**config.mk**
```make
export PLATFORM = sky130hd
export DESIGN_NAME = branch_predict_unit
export DESIGN_NICKNAME = d
export VERILOG_FILES = /design/src/rtl/branch_predict_unit.sv
export SDC_FILE = /design/constraint.sdc
export NUM_CORES = 1
export LEC_CHECK = 0
export BUFFER_PORTS_ARGS = -buffer_cell sky130_fd_sc_hd__buf_2
export CORE_UTILIZATION = 40
export CTS_CLUSTER_DIAMETER = 30
export DETAILED_ROUTE_END_ITERATION = 8
export PLACE_DENSITY = 0.69
export SYNTH_ARGS = -nofsm -noshare
export SYNTH_HDL_FRONTEND = slang
export SYNTH_SLANG_ARGS = --single-unit
```
**constraint.sdc**
```tcl
create_clock -name clk -period 4.5 [get_ports clk]
set_clock_uncertainty 0.15 [all_clocks]
set_input_delay 0.45 -clock clk [delete_from_list [all_inputs] [get_ports clk]]
set_output_delay 0.45 -clock clk [all_outputs]
set_load 0.05 [all_outputs]
```
**src/rtl/branch_predict_unit.sv**
```systemverilog
// Branch unit with direct-mapped BTB: IF-stage next-PC prediction, EX-stage resolution,
// mispredict redirect/flush, sticky halt and a saturating mispredict counter.
module branch_predict_unit #(
  parameter int PC_W    = 9,
  parameter int ENTRIES = 16,
  parameter int CNT_W   = 16
) (
  input  logic             clk,
  input  logic             reset,
  input  logic [PC_W-1:0]  f_pc,
  output logic             f_pred_taken,
  output logic [PC_W-1:0]  f_pred_target,
  input  logic             ex_valid,
  input  logic [PC_W-1:0]  ex_pc,
  input  logic             ex_is_jump,
  input  logic             ex_taken,
  input  logic [31:0]      ex_target,
  input  logic             ex_pred_taken,
  input  logic [PC_W-1:0]  ex_pred_target,
  input  logic             halt,
  output logic             redirect,
  output logic [31:0]      redirect_pc,
  output logic             halted,
  output logic [CNT_W-1:0] mispredict_cnt
);

  localparam int IDX_W = $clog2(ENTRIES);
  localparam int TAG_W = PC_W - 2 - IDX_W;
  localparam int TAG_S = (TAG_W > 0) ? TAG_W : 1;

  typedef enum logic {
    ST_RUN    = 1'b0,
    ST_HALTED = 1'b1
  } state_t;

  state_t           r_state;
  logic             r_valid [ENTRIES];
  logic             r_jmp   [ENTRIES];
  logic [1:0]       r_ctr   [ENTRIES];
  logic [TAG_S-1:0] r_tag   [ENTRIES];
  logic [PC_W-1:0]  r_tgt   [ENTRIES];
  logic [CNT_W-1:0] r_cnt;

  logic [IDX_W-1:0] w_f_idx;
  logic [IDX_W-1:0] w_ex_idx;
  logic [TAG_S-1:0] w_f_tag;
  logic [TAG_S-1:0] w_ex_tag;
  logic             w_f_hit;
  logic             w_ex_hit;
  logic             w_run;
  logic             w_mispred;
  logic [31:0]      w_actual_pc;
  logic             w_unused;

  assign w_f_idx  = f_pc[IDX_W+1:2];
  assign w_ex_idx = ex_pc[IDX_W+1:2];

  // With TAG_W=0 every stored tag is zero, so the compare is always true.
  generate
    if (TAG_W > 0) begin : g_tag
      assign w_f_tag  = f_pc[PC_W-1:IDX_W+2];
      assign w_ex_tag = ex_pc[PC_W-1:IDX_W+2];
    end else begin : g_notag
      assign w_f_tag  = '0;
      assign w_ex_tag = '0;
    end
  endgenerate

  assign w_unused = ^f_pc[1:0];

  assign w_run    = (r_state == ST_RUN);
  assign w_f_hit  = r_valid[w_f_idx] && (r_tag[w_f_idx] == w_f_tag);
  assign w_ex_hit = r_valid[w_ex_idx] && (r_tag[w_ex_idx] == w_ex_tag);

  assign f_pred_taken  = w_f_hit && (r_jmp[w_f_idx] || r_ctr[w_f_idx][1]);
  assign f_pred_target = r_tgt[w_f_idx];

  assign w_actual_pc = ex_taken ? ex_target : ({{(32-PC_W){1'b0}}, ex_pc} + 32'd4);
  assign w_mispred   = ex_valid && ((ex_pred_taken != ex_taken) ||
                       (ex_taken && (ex_pred_target != ex_target[PC_W-1:0])));

  assign redirect       = w_mispred && w_run;
  assign redirect_pc    = redirect ? w_actual_pc : 32'd0;
  assign halted         = (r_state == ST_HALTED);
  assign mispredict_cnt = r_cnt;

  always_ff @(posedge clk) begin
    if (reset) begin
      for (int i = 0; i < ENTRIES; i++) begin
        r_valid[i] <= 1'b0;
        r_ctr[i]   <= 2'b00;
      end
      r_state <= ST_RUN;
      r_cnt   <= '0;
    end else begin
      if (redirect && (r_cnt != {CNT_W{1'b1}}))
        r_cnt <= r_cnt + CNT_W'(1);

      if (ex_valid && w_run) begin
        if (w_ex_hit) begin
          if (ex_is_jump) begin
            r_tgt[w_ex_idx] <= ex_target[PC_W-1:0];
            r_ctr[w_ex_idx] <= 2'b11;
          end else if (ex_taken) begin
            r_tgt[w_ex_idx] <= ex_target[PC_W-1:0];
            if (r_ctr[w_ex_idx] != 2'b11)
              r_ctr[w_ex_idx] <= r_ctr[w_ex_idx] + 2'd1;
          end else if (r_ctr[w_ex_idx] != 2'b00) begin
            r_ctr[w_ex_idx] <= r_ctr[w_ex_idx] - 2'd1;
          end
        end else if (ex_taken) begin
          r_valid[w_ex_idx] <= 1'b1;
          r_tag[w_ex_idx]   <= w_ex_tag;
          r_tgt[w_ex_idx]   <= ex_target[PC_W-1:0];
          r_jmp[w_ex_idx]   <= ex_is_jump;
          r_ctr[w_ex_idx]   <= ex_is_jump ? 2'b11 : 2'b10;
        end
      end

      // A mispredict in the same cycle wins; the pipe re-issues the halt.
      if (w_run && halt && !redirect)
        r_state <= ST_HALTED;
    end
  end

endmodule
```
# Word level (Yosys, flattened, before mapping)
# Memories as Yosys holds them, arrays and structs flattened.
# Cells that the tools add are included.
op_classes:
  n_reduce_logical: 16
  bitwise_logic: 6
  n_mux: 45
  n_eq_ne: 6
  add_sub_neg: 4
op_table:
  columns: ["cell", "count"]
  rows:
  - ["2-to-1 mux 32 bit", 2]
  - ["2-to-1 mux 1 bit", 35]
  - ["2-to-1 mux 9 bit", 2]
  - ["adder 16 x 1 -> 16 bit (second input constant)", 1]
  - ["inequality test 16 bit (second input constant)", 1]
  - ["adder 9 x 3 -> 10 bit (second input constant)", 1]
  - ["logical AND 1 bit", 10]
  - ["inequality test 9 bit", 1]
  - ["2-to-1 mux 2 bit", 4]
  - ["2-to-1 mux 4 bit", 2]
  - ["== test 3 bit", 2]
  - ["OR 1 bit", 5]
  - ["adder 2 x 1 -> 2 bit (second input constant)", 1]
  - ["logical OR 1 bit", 2]
  - ["inequality test 2 bit (second input constant)", 1]
  - ["nonzero test 2 bit", 1]
  - ["OR reduction 2 bit", 1]
  - ["subtractor 2 x 1 -> 2 bit (second input constant)", 1]
  - ["zero test 1 bit", 1]
  - ["inequality test 1 bit", 1]
  - ["NOT 1 bit", 1]
  - ["OR reduction 1 bit", 1]
word_totals:
  register_bits: 17
  out_inout_bits: 60
  memories: 5
  ram_bits: 256
  input_bits: 66
memory_table:
  columns: ["memory", "depth", "width", "rd", "rd_ports_with_merged_regs", "write_ports", "line", "rtl"]
  rows:
  - ["r_tgt", 16, 9, 1, 0, 1, "41", "logic [PC_W-1:0] r_tgt [ENTRIES];"]
  - ["r_tag", 16, 3, 2, 0, 1, "40", "logic [TAG_S-1:0] r_tag [ENTRIES];"]
  - ["r_ctr", 16, 2, 2, 0, 16, "39", "logic [1:0] r_ctr [ENTRIES];"]
  - ["r_jmp", 16, 1, 1, 0, 1, "38", "logic r_jmp [ENTRIES];"]
  - ["r_valid", 16, 1, 2, 0, 16, "37", "logic r_valid [ENTRIES];"]

# Depth between registers and ports, before layout
# Gate-level depths: netlist (run 1).
# An unclocked memory read counts as a cell.
logic_depth:
  ltp_word: 14
  mapped_depth: 13
  ltp_nobuf: 8

# Worst setup path after synthesis (run 1)
# No wires, ideal clock.
synth_path:
  path_kind: "input port to output port"
  from: "input f_pc[2]"
  to: "output f_pred_taken"
  arrival_time_ns: 4.315
  path_buffers: 3
  path_stages: 6
  path_slack_ns: -0.415
  cell_sequence: "clkbuf_1 > buf_1 > buf_1 > mux4_2 > mux4_2 > nor4_1"
synth_via:
  elab_chain_len: 4
  word_cells_on_any_way: 8
  classes_between: "1 x eq/ne; 3 x reduce/logical; 4 x memory"
synth_rtl:
  columns: ["item", "line", "rtl"]
  rows:
  - ["start, declared", "10", "input logic [PC_W-1:0] f_pc,"]
  - ["memory (16 x 3 bit)", null, null]
  - ["== test 3 bit", "72", "assign w_f_hit = r_valid[w_f_idx] && (r_tag[w_f_idx] == w_f_tag);"]
  - ["logical AND 1 bit", "72", null]
  - ["logical AND 1 bit (*)", "75", "assign f_pred_taken = w_f_hit && (r_jmp[w_f_idx] || r_ctr[w_f_idx][1]);"]
  - ["end, declared", "11", "output logic f_pred_taken,"]
# Mark *: on every way between the ends. The rest lies on a longest branch, timed or not.

==> out/qor.txt, run 1 <==
Setup Buffers After CTS: 0
Clock Latency Late Sink: 0.56 ns
CTS buffer count: 49
Drt first-iter violations: 751
Post-Syn Area: 12,200 um2
Commonest non-fill, non-tap cell in the layout: edfxtp_1
Die Area: 31,100 um2
Vias: 7,519
Run status: finished clean
Crit share post-route: 0.859
Ant diodes: 0
Crit. End Element: register
Flop2flop setup slack: 0.64 ns
Relative slew slack: 0.271
Tightest Pin Transition: 1.09 ns
Yosys reg bits: 273
Top cell type's share of synthesized area: 0.592
Setup TNS: 0 ns
Multi-input logic area: 4010 um2
Largest net degree at the start of global routing: 50
Peak supply drop: 0.279 mV
Final core occ: 0.504
Crit path max fanout: 48
Final instance area: 15,000 um2
Initial Util: 0.409
RSZ-0062 raised after global routing: false
Final hold vios: 0
# DRC: 0
Crit path buf inv count: 0
Gpl congestion: 0.821
Worst hold path type: input pin to register
CP most frequent cell: mux4_2
CP max stage delay: 0.82 ns
Power per cell area: 463 nW/um2
Leak: 5.30 nW
Clk root buf: clkbuf_16
Hold Path Origin: ex_target[7]
Worst-path clk slew: 0.06 ns
WS Path Type: register to register
# placed instances: 1,265
Synth Warn #: 0
Pre-CTS setup slack: 0.327 ns
Syn_nets: 841
TritonCTS clock tree: built
I/O pins: 126
Share of cells above drive strength 1: 0.340
Num rows: 63
Area leader, netlist: edfxtp_1
Cells along the critical path: mux4_2, mux4_2, xnor2_1, nand4_1, a221o_1, o311a_1, nor2_4, o21bai_1
Post_cts resized: 0
Commonest non-fill, non-tap cells in the layout: edfxtp_1, buf_2, mux4_2, nor2_1, clkbuf_16
Placed Area: 13,300 um2
HPWL Detailed: 19.3 mm
Top_reg_cell synth: edfxtp_1
Ranking of synthesized cells by area: edfxtp_1, mux4_2, dfxtp_1
Pre-antenna DRT Iters: 5
Gr usage total: 0.191
Post-synth EDFFs: 240
Overall routed net length: 29.4 mm
DR WL/cell: 21.6 um
Max Cap Violations: 0
Mean Syn Cell Area: 15.9 um2
CP max-delay cell: nor2_4
Synth cell types: 44
Setup crit start: r_tag[0][0]
DRT antenna net count: 0
Crit path max-delay family: multiplexers
Initial antenna violation count: 0
Final nets: 1,000
Die height: 176 um
Setup slack after layout: 0.636 ns
Die Wd: 176 um
Fin cells: 1,357
Synthesized instance count: 768
Req. time, crit path: 4.58 ns
Final min period: 3.86 ns
FF/Latch Area: 7870 um2
Sequential area share after synthesis: 0.646
Fraction of registers with async set/reset: 0
Area growth from synthesis to layout: 23.3%
Core area: 29,800 um2
# setup viols final: 0
Fmax: 0.259 GHz
Worst r2r src: r_tag[0][0]
Final Max Tran Viols: 0
Bufs on Longest Clock Path: 3
Grt ovf: 0
First-pass GRT wire length: 44.2 mm
Critical Path AT: 3.95 ns
Vias in the first global route: 7,630
Vias per cell: 5.54
Number of clock sinks: 273
H-tree Lvls: 2
Worst Setup Start Kind: register
Layout filler cell count: 2,478
I/O Buffers: 123
## timing repair
item | in CTS | in global routing
hold buffers | 1 | 0
endpoints found under the hold margin | 1 | 0
endpoints found under the setup margin | 0 | 0
## where the power goes
part	internal (mW)	switching (mW)
registers	2.78	0.0107
logic	0.174	0.324
clock network	2.41	1.26
## routing by layer
layer | up-vias | global-route usage | wire length [um]
met1 | 3742 | 0.253 | 12400
met3 | 58 | 0.0401 | 2120
met5 | - | 0 | 0
met4 | 0 | 0.0787 | 910
li1 | 3373 | - | -
met2 | 346 | 0.306 | 13900
## sequential cells by signal (all words and copies together), names as in the netlist
name and cells:
r_ctr 32, r_tgt 144, r_jmp 16, r_valid 16, r_tag 48, mispredict_cnt 16, halted 1
## cells by family (layout without fill, tap and decap cells)
group	Yosys count	in the layout	synth area share
compound gates	83	83	0.0434
mux	102	102	0.172
fa+ha+maj	7	7	0.00719
buf+inv	73	272	0.0257
simple gates	199	199	0.0832
xor+xnor	31	31	0.0223
flops	273	273	0.646
## cell type report
type | instances | share of cell area
inverters | 26 | 0.00650
multi-input cells | 422 | 0.267
clock inverters | 37 | 0.0281
clock buffers | 54 | 0.0829
flip-flops and latches | 273 | 0.524
repair buffers | 155 | 0.0590
well taps | 390 | 0.0325
## cells in the mapped netlist (all sizes together) (14+ instances only)
master	n
xor2	26
mux4	86
o21ai	22
and3	25
edfxtp	240
buf	23
dfxtp	33
inv	26
nand2	26
nor3b	17
nor3	17
a21oi	14
clkbuf	24
mux2i	16
o21bai	16
o22ai	16
nor2	73
## stage by stage
| stage | total power [mW] | hold WS, ns |
|---|---|---|
| floorplan | 3.16 | 0.309 |
| global placement | 3.33 | 0.321 |
| detailed placement | 3.33 | 0.330 |
| CTS | 7.00 | 0.145 |
| global route | 7.14 | 0.152 |
| finish | 6.96 | 0.158 |
## final timing paths
check,end,cells after the start
max reg2reg,r_ctr[5][0],8
min reg2reg,r_valid[0],2
min,r_tgt[7][7],1
max,r_ctr[5][0],8
Power figures use the tool's default switching activity.
==> run 2, diff against run 1 <==
CTS_BUF_LIST = sky130_fd_sc_hd__clkbuf_4 sky130_fd_sc_hd__clkbuf_8 sky130_fd_sc_hd__clkbuf_16   (was default)
==> out/qor.txt, run 2 (same netlist as run 1, synthesis figures left out) <==
Relative slew slack: 0.279
Peak supply drop: 0.280 mV
Gr usage total: 0.191
First-pass GRT wire length: 44.2 mm
Gpl congestion: 0.821
Core area: 29,800 um2
Setup TNS: 0 ns
Critical Path AT: 3.93 ns
Max FFs per register: 144
Initial Util: 0.409
# DRC: 0
CTS buffer count: 49
Pre-antenna DRT Iters: 6
Power, Total: 6.99 mW
Final hold vios: 0
Largest Register: r_tgt
RSZ-0062 raised after global routing: false
Bufs on Longest Clock Path: 3
Overall routed net length: 29.3 mm
Initial antenna violation count: 0
Drt first-iter violations: 707
Area growth from synthesis to layout: 23.5%
Crit path max fanout: 48
Worst Setup Start Kind: register
Post_cts resized: 0
# setup viols final: 0
Final Max Tran Viols: 0
Max Cap Violations: 0
Vias in the first global route: 7,622
Largest net degree at the start of global routing: 50
Ant diodes: 0
Final nets: 1,000
Die Area: 31,100 um2
HPWL Detailed: 19.3 mm
Number of clock sinks: 273
Crit share post-route: 0.855
Num rows: 63
Commonest non-fill, non-tap cell in the layout: edfxtp_1
Req. time, crit path: 4.58 ns
Fmax: 0.260 GHz
Clock Latency Late Sink: 0.56 ns
Layout filler cell count: 2,470
Grt ovf: 0
Leak: 5.32 nW
DR WL/cell: 21.6 um
Share of cells above drive strength 1: 0.345
Power per cell area: 465 nW/um2
DRT antenna net count: 0
Clk root buf: clkbuf_16
Commonest non-fill, non-tap cells in the layout: edfxtp_1, buf_2, mux4_2, nor2_1, clkbuf_16
Final min period: 3.85 ns
Die height: 176 um
TritonCTS clock tree: built
Tightest Pin Transition: 1.08 ns
Worst hold path type: input pin to register
Run status: finished clean
Vias: 7,546
Biggest regs: r_tgt: 144 flops, r_tag: 48 flops, r_ctr: 32 flops
Crit. End Element: register
Worst-path clk slew: 0.06 ns
H-tree Lvls: 2
Vias per cell: 5.56
WS Path Type: register to register
I/O Buffers: 123
Die Wd: 176 um
I/O pins: 126
[run 2: cell counts in the layout (fill, tap and decap cells not counted)]
No cell type changed its count.
[run 2: power breakdown]
part           internal, mW  switching (mW)  leakage (nW)
registers              2.78          0.0106          2.47
clock network          2.44            1.26         0.832
logic                 0.174           0.324          2.02
[run 2: worst paths after layout]
check	from	end	slack, ns	cells after the start
worst max register to register	r_tag[0][0]	r_ctr[5][0]	0.65	8
worst min register to register	r_valid[0]	r_valid[0]	0.34	2
worst min-delay path	ex_target[7]	r_tgt[7][7]	0.15	1
worst max-delay path	r_tag[0][0]	r_ctr[5][0]	0.65	8
[run 2: cell type report]
type,count,area (um2),share of cell area
multi-input combinational,422,4010,0.267
sequential,273,7870,0.523
clock inverter,37,422,0.0280
clock buffer,54,1260,0.0840
timing repair buffer,155,886,0.0589
inverter,26,97.6,0.00649
tap,390,488,0.0325
[run 2: per-layer routing]
layer / routed length (um) / up-vias / GRT usage
met5: 0 / - / 0
met2: 13900 / 355 / 0.306
met4: 965 / 0 / 0.0787
li1: - / 3367 / -
met3: 2120 / 59 / 0.0401
met1: 12300 / 3765 / 0.254
[run 2: worst max-delay path, stage by stage (launching register included)]
cell	delay, ns
edfxtp_1	0.39
mux4_2	0.49
mux4_2	0.49
xnor2_1	0.19
nand4_1	0.12
a221o_1	0.34
o311a_1	0.34
nor2_4	0.82
o21bai_1	0.21
[run 2: stage by stage]
step | setup slack (ns) | instances | utilization | cell area (um2) | hold WS, ns
3_3_place_gp | 0.379 | 1265 | 0.448 | 13300 | 0.321
2_1_floorplan | 0.166 | 768 | - | 12200 | 0.309
6_report | 0.654 | 1357 | 0.505 | 15000 | 0.149
5_1_grt | 0.460 | 1357 | 0.505 | 15000 | 0.152
3_5_place_dp | 0.327 | 1265 | 0.448 | 13300 | 0.330
4_1_cts | 0.690 | 1357 | 0.505 | 15000 | 0.145
[run 2: repair_timing]
action / 4_1_cts / 5_1_grt
endpoints found under the hold margin: 1 / 0
hold buffers: 1 / 0
buffers inserted: 0 / 0
